### src/rtl/sram_like_responder.sv
// Responder end of the SRAM-like bus: in-order data_ok/rdata over a synchronous single-port SRAM.
// Optional random accept stalls are enabled by defining SRAM_RESP_RAND_STALL_EN.
module sram_like_responder #(
  parameter int          ADDR_W          = 16,
  parameter int          LATENCY         = 1,
  parameter int          MAX_OUTSTANDING = 4,
  parameter logic [15:0] LFSR_SEED       = 16'hACE1
) (
  input  logic              clk,
  input  logic              rst,
  input  logic              req,
  input  logic              wr,
  input  logic [1:0]        size,
  input  logic [31:0]       addr,
  input  logic [31:0]       wdata,
  output logic              addr_ok,
  output logic              data_ok,
  output logic [31:0]       rdata,
  output logic              mem_en,
  output logic [3:0]        mem_wen,
  output logic [ADDR_W-1:0] mem_addr,
  output logic [31:0]       mem_wdata,
  input  logic [31:0]       mem_rdata
);

  localparam int              CNT_W   = $clog2(MAX_OUTSTANDING + 1);
  localparam logic [CNT_W-1:0] CNT_MAX = CNT_W'(MAX_OUTSTANDING);

  logic [CNT_W-1:0]   count;
  logic               stall;
  logic               accept;
  logic [LATENCY-1:0] vld_p;
  logic [LATENCY-1:0] wr_p;
  logic [31:0]        rd_now;
  logic [31:0]        rdata_q;
  logic               rd_ret;
  logic               unused_addr;

  function automatic logic [3:0] write_be(input logic [1:0] sz, input logic [1:0] a);
    case (sz)
      2'd0:    write_be = 4'b0001 << a;
      2'd1:    write_be = a[1] ? 4'b1100 : 4'b0011;
      default: write_be = 4'b1111;
    endcase
  endfunction

`ifdef SRAM_RESP_RAND_STALL_EN
  logic [15:0] lfsr;

  always_ff @(posedge clk) begin
    if (rst) lfsr <= LFSR_SEED;
    else     lfsr <= {lfsr[14:0], lfsr[15] ^ lfsr[13] ^ lfsr[12] ^ lfsr[10]};
  end

  assign stall = lfsr[0] & lfsr[1];
`else
  assign stall = 1'b0;
`endif

  // Accept stage: count==MAX blocks even when a retire happens this cycle
  assign addr_ok   = req & ~rst & (count < CNT_MAX) & ~stall;
  assign accept    = addr_ok;
  assign mem_en    = accept;
  assign mem_wen   = (accept & wr) ? write_be(size, addr[1:0]) : 4'b0000;
  assign mem_addr  = addr[ADDR_W+1:2];
  assign mem_wdata = wdata;
  assign unused_addr = ^{addr[31:ADDR_W+2]};

  always_ff @(posedge clk) begin
    if (rst)                      count <= '0;
    else if (accept && !data_ok)  count <= count + CNT_W'(1);
    else if (!accept && data_ok)  count <= count - CNT_W'(1);
  end

  // Delay line stages p0..p(LATENCY-1): control carries reset, data does not
  always_ff @(posedge clk) begin
    if (rst) begin
      vld_p <= '0;
    end else begin
      vld_p[0] <= accept;
      for (int k = 1; k < LATENCY; k++) vld_p[k] <= vld_p[k-1];
    end
  end

  always_ff @(posedge clk) begin
    wr_p[0] <= wr;
    for (int k = 1; k < LATENCY; k++) wr_p[k] <= wr_p[k-1];
  end

  // Read data joins the line one stage behind its request, when the SRAM presents it
  if (LATENCY > 1) begin : g_data
    logic [31:0] data_p [1:LATENCY-1];

    always_ff @(posedge clk) begin
      data_p[1] <= mem_rdata;
      for (int k = 2; k < LATENCY; k++) data_p[k] <= data_p[k-1];
    end

    assign rd_now = data_p[LATENCY-1];
  end else begin : g_nodata
    assign rd_now = mem_rdata;
  end

  // Retire stage
  assign data_ok = vld_p[LATENCY-1] & ~rst;
  assign rd_ret  = data_ok & ~wr_p[LATENCY-1];
  assign rdata   = rd_ret ? rd_now : rdata_q;

  always_ff @(posedge clk) begin
    if (rst)         rdata_q <= '0;
    else if (rd_ret) rdata_q <= rd_now;
  end

endmodule

### config.mk
export PLATFORM = sky130hd
export DESIGN_NAME = sram_like_responder
export DESIGN_NICKNAME = d
export VERILOG_FILES = /design/src/rtl/sram_like_responder.sv
export SDC_FILE = /design/constraint.sdc
export NUM_CORES = 1
export LEC_CHECK = 0
export ABC_CLOCK_PERIOD_IN_PS = 2350
export CORE_UTILIZATION = 33
export CTS_BUF_LIST = sky130_fd_sc_hd__clkbuf_4 sky130_fd_sc_hd__clkbuf_8 sky130_fd_sc_hd__clkbuf_16
export CTS_CLUSTER_DIAMETER = 120
export DETAILED_ROUTE_END_ITERATION = 6
export PLACE_DENSITY = 0.81
export SLEW_MARGIN = 20
export SYNTH_ARGS = -nofsm -noshare
export SYNTH_HDL_FRONTEND = slang
export SYNTH_SLANG_ARGS = --single-unit
### constraint.sdc
create_clock -name clk -period 2.35 [get_ports clk]
set_clock_uncertainty 0.05 [all_clocks]
set_input_delay 0.3525 -clock clk [delete_from_list [all_inputs] [get_ports clk]]
set_output_delay 0.3525 -clock clk [all_outputs]
set_load 0.005 [all_outputs]
Yosys cells after proc, flatten, opt, wreduce, memory -nomap -nowiden
Index checks and enable logic that the tools add are counted.
{ "classes": {"bitwise_logic": 7, "order_cmp": 1, "n_mux": 6, "shift": 1, "addsub": 2, "reduce_logical": 6, "eq_ne": 1} }
{ "op_table": {"columns": ["cell", "n"], "rows": [
  ["$mux W32", 1],
  ["$mux W4", 2],
  ["$pmux W4 S2", 1],
  ["$mux W3", 2],
  ["$and A1 B1 Y1", 5],
  ["$shl A1 B2 Y4 const A", 1],
  ["$add A3 B1 Y3 const B", 1],
  ["$lt A3 B3 Y1 const B", 1],
  ["$sub A3 B1 Y3 const B", 1],
  ["$eq A2 B1 Y1 const B", 1],
  ["$logic_and A1 B1 Y1", 2],
  ["$logic_not A1 Y1", 2],
  ["$logic_not A2 Y1", 1],
  ["$not A1 Y1", 2],
  ["$reduce_bool A2 Y1", 1]
]} }
{ "totals": {"inputBits": 102, "ff_bits": 37} }

Logic depth before layout (Yosys ltp)
{ "logic_depth": {"ltp_word": 7, "mapped_depth": 8, "mapped_depth_nobuf": 8} }

Worst setup path before layout
Ideal clock, no wire load.
{ "synth_path": {"kind": "in2reg", "startpoint": "in rst", "endpoint": "reg count[2]", "arrival_ns": 1.970, "slack_ns": 0.260, "n_path_buf": 1, "cell_stages": 8, "setup_ns": 0.070, "required_ns": 2.230, "path_cell_list": "buf_2 -> nor3b_2 -> ha_1 -> inv_1 -> fa_1 -> xor2_1 -> or3_1 -> a21oi_1"} }
{ "synth_between": {"elab_chain_len": 6} }
{ "synth_rtl": {"columns": ["element", "line", "source"], "rows": [
  ["start, declared", "10", "input logic rst,"],
  ["$not A1 Y1 *", "61", "assign addr_ok = req & ~rst & (count < CNT_MAX) & ~stall;"],
  ["$and A1 B1 Y1 * (2 in series)", "61", null],
  ["via addr_ok", "16", "output logic addr_ok,"],
  ["$logic_not A1 Y1", "72", "else if (!accept && data_ok) count <= count - CNT_W'(1);"],
  ["$logic_and A1 B1 Y1", "72", null],
  ["$reduce_bool A2 Y1 (no line)", null, null],
  ["end signal, assigned", "71", "else if (accept && !data_ok) count <= count + CNT_W'(1);"],
  ["end signal, assigned", "72", null],
  ["end, declared", "29", "logic [CNT_W-1:0] count;"]
]} }
The timed path passes the listed nets; every way through them passes the cells marked *.
A chain may end at the register's enable or synchronous reset.

Final worst setup path
{ "layout_path": {"startpoint": "in req", "endpoint": "reg count[2]"} }
{ "layout_between": {"elab_chain_len": 5} }
{ "layout_rtl": {"columns": ["element", "line", "source"], "rows": [
  ["start, declared", "11", "input logic req,"],
  ["$and A1 B1 Y1 * (2 in series)", "61", null],
  ["$logic_not A1 Y1", "72", null],
  ["$logic_and A1 B1 Y1", "72", null],
  ["$reduce_bool A2 Y1 (no line)", null, null]
]} }
Mark *: on every way between the ends. The rest lies on a longest branch, timed or not.

==> impl_metrics.ini <==
[yosys]
async_reset_ff_share_pct = 0
yosys.area.top_type = dfxtp_1
synth.most_common_cell = nand2_1
synth_cell_types = 26
synth.top_cell.area_share_pct = 32.1
synthCells = 258
ys_warn_count = 0
synth_area_mm2 = 0.00230
netlist_top_cells_area = dfxtp_1 32%, mux2_4 20%, buf_4 17%
synth-edff-count = 0
synth_ff_type = dfxtp_1
postSynthAreaPerCell_um2 = 8.93
ys_seq_area_share_pct = 32.1
yosys-top-cells-count = 65 x nand2_1, 52 x buf_4, 37 x a21oi_1, 37 x dfxtp_1, 30 x mux2_4
ys_seq_elements = 37
syn_nets = 362

[setup_path]
r2r-end = count[2]
crit_slowest_cell = clkdlybuf4s50_1
crit_path_frequent_cell = buf_4
r2r_slack_ns = 0.28
worstSetupPathType = input pin to flip-flop
worstSetupStartpointType = input pin
r2r-start = count[2]
worstPathRequired_ns = 2.52
slowest_delay_ns = 0.49
end_kind = flip-flop
critPathTopFamily = buffers and inverters
path_buf_inv = 4
critPathMaxFanout = 2
path_cells = clkdlybuf4s50_1 -> nor3b_4 -> buf_4 -> buf_4 -> ha_1 -> inv_1 -> fa_2 -> xor2_1 -> or3_1 -> a21oi_1
reg2reg_depth = 9
arrival_ns = 2.44

[timing]
fin_setup_tns_ns = 0
finalSetupViolations = 0
worstMarginPinSlew_ns = 0.360
hold_viol = 0
fin_crit_ns = 2.28
fmax_ghz = 0.439
report.final.slew_viol_count = 0
relSlewSlack_pct = 76.0
fin_crit_sh_pct = 96.9

[cells_and_area]
final_area_mm2 = 0.00307
regArea_um2 = 742
multiInputGateArea_mm2 = 0.00110
diodes = 0
drive_gt1_share_pct = 23.4
finalNetCount = 402
fillers = 661
area_growth_pct = 33.3

[cts]
htreeDepth = 2
cts.sinks = 37
cts_root_buf = clkbuf_8
clk-insertion-delay-late_ns = 0.28
cts_buffers = 5
cts_tree = built
clockBufferDepth = 2
clk_pin_slew_worst_paths_ns = 0.07

[power]
p_int_mw = 1.24
switchingPower_mw = 0.373
switching_share_pct = 23.1
power_density_mw_per_mm2 = 525
power_frac_comb_pct = 22.0
p_clk_share_pct = 35.6
irDropWorstVdd_mv = 0.334
p_seq_share_pct = 42.4
p_leak_nw = 1.38

[worst_hold_path]
min_to = rdata_q[20]
hp-start = rdata_q[20]
hp-class = flip-flop to flip-flop
hold_depth = 2

[floorplanning]
dieArea_mm2 = 0.00732
core_region_area_mm2 = 0.00676
start_util_pct = 34.1
ioPinCount = 189
die-height_um = 85.6
rows = 30
die-width_um = 85.6

[route]
antenna_left = 0
vias = 1767
detail_route.wl_per_cell_um = 13.3
via_per_inst = 4.66
routed_wl_mm = 5.05
drc = 0
dr.first_iter.drc_count = 40
dr.pass1.iters = 4

[global_route]
grt_max_degree = 33
grtUsageTotal_pct = 13.8
grt_pass1_wl_mm = 8.00
antenna_found_initial = 0
grt_pass1_vias = 1752
globalRouteOverflowTotal = 0

[job]
cap_viol_max_count = 0

[placed_design]
portBuffers = 78
dp_hpwl_mm = 3.60
place_congestion = 0.690
dpl-instance-area_mm2 = 0.00283

[status]
status = finished, final reports clean
placed cells by master, fill, tap and decap left out, drive strengths merged:
master | Yosys | layout
dfxtp | 37 | 37
nor2 | 5 | 5
nand2 | 65 | 65
bufinv | 0 | 1
inv | 4 | 4
dlymetal6s2s | 0 | 7
clkdlybuf4s50 | 0 | 50
o21ai | 3 | 3
nor2b | 2 | 2
ha | 1 | 1
a21oi | 37 | 37
or2b | 1 | 1
fa | 1 | 1
dlygate4sd2 | 0 | 21
clkbuf | 1 | 7
mux2i | 1 | 1
xor2 | 2 | 2
or3 | 1 | 1
nor3b | 2 | 2
buf | 62 | 18
mux2 | 32 | 32
nand2b | 1 | 1
final cells by class:
| class | count | share of cell area [%] |
|---|---|---|
| multi-input cells | 154 | 35.8 |
| clock buffers | 7 | 2.93 |
| repair buffers | 96 | 32.4 |
| flip-flops and latches | 37 | 24.2 |
| well taps | 80 | 3.26 |
| clock inverters | 1 | 0.978 |
| inverters | 4 | 0.489 |
power by group through the flow:
stage / Sequential [mW] / Clock, mW / Combinational [mW]
final: 0.684 / 0.574 / 0.354
after global routing: 0.688 / 0.623 / 0.385
after CTS: 0.683 / 0.596 / 0.354
after detailed placement: 0.697 / 0 / 0.348
after global placement: 0.694 / 0 / 0.340
after floorplan: 0.692 / 0 / 0.236
metal layers:
| layer | part of all wire [%] | track usage, % | wire [µm] | up-vias |
|---|---|---|---|---|
| met3 | 6.5 | 2.89 | 329 | 28 |
| met2 | 50 | 25.5 | 2510 | 69 |
| met4 | 2.9 | 7.27 | 144 | 0 |
| met5 | 0 | 0 | 0 | - |
| met1 | 41 | 14.7 | 2060 | 803 |
| li1 | - | - | - | 867 |
cells by family (layout without fill, tap and decap cells):
group	Yosys count	in the layout	share of synthesized area, %
DFF	37	37	32.1
muxes	33	33	21.0
buffers and inverters	67	108	21.2
and+or+nand+nor	77	77	14.9
adders and majority gates	2	2	1.41
xor gates and xnor gates	2	2	0.760
AOI/OAI and AO/OA	40	40	8.69
sequential cells by signal, summed over array words and instances, names as in the netlist:
| signal | count |
|---|---|
| count | 3 |
| wr_p | 1 |
| vld_p | 1 |
| rdata_q | 32 |
how the worst max path moves through the flow:
stage               start   endpoint  cells past startpoint  slack (ns)
CTS                 vld_p  rdata[12]                      7       -0.05
finish                req   count[2]                     10        0.07
global placement      rst   count[2]                      9       -0.20
global route          req   count[2]                     10      -0.004
detailed placement    rst  rdata[31]                      7       -0.21
floorplan             rst   count[2]                      8        0.26
through the flow:
stage | hold WS, ns | utilization [%] | setup slack (ns) | total power, mW | std cells
6_report | 0.404 | 45.5 | 0.0738 | 1.61 | 379
5_1_grt | 0.423 | 45.5 | -0.00380 | 1.70 | 379
4_1_cts | 0.406 | 44.9 | -0.0528 | 1.63 | 378
3_5_place_dp | 0.396 | 41.9 | -0.207 | 1.04 | 365
3_3_place_gp | 0.391 | 41.9 | -0.196 | 1.03 | 365
2_1_floorplan | 0.330 | - | 0.260 | 0.928 | 258
tightest hold or removal path: stages, from the launching register on:
cell	delay [ns]
dfxtp_1	0.31
nand2_1	0.05
a21oi_1	0.05
what timing repair did:
action | 4_1_cts | 5_1_grt
endpoints found under the hold margin | 0 | 0
endpoints found under the setup margin | 36 | 12
cloned | 2 | 0
pin swaps | 1 | 2
resized for setup | 28 | 12
hold buffers | 0 | 0
setup buffers | 3 | 1
Note: power is estimated with default switching activity, not from simulation.
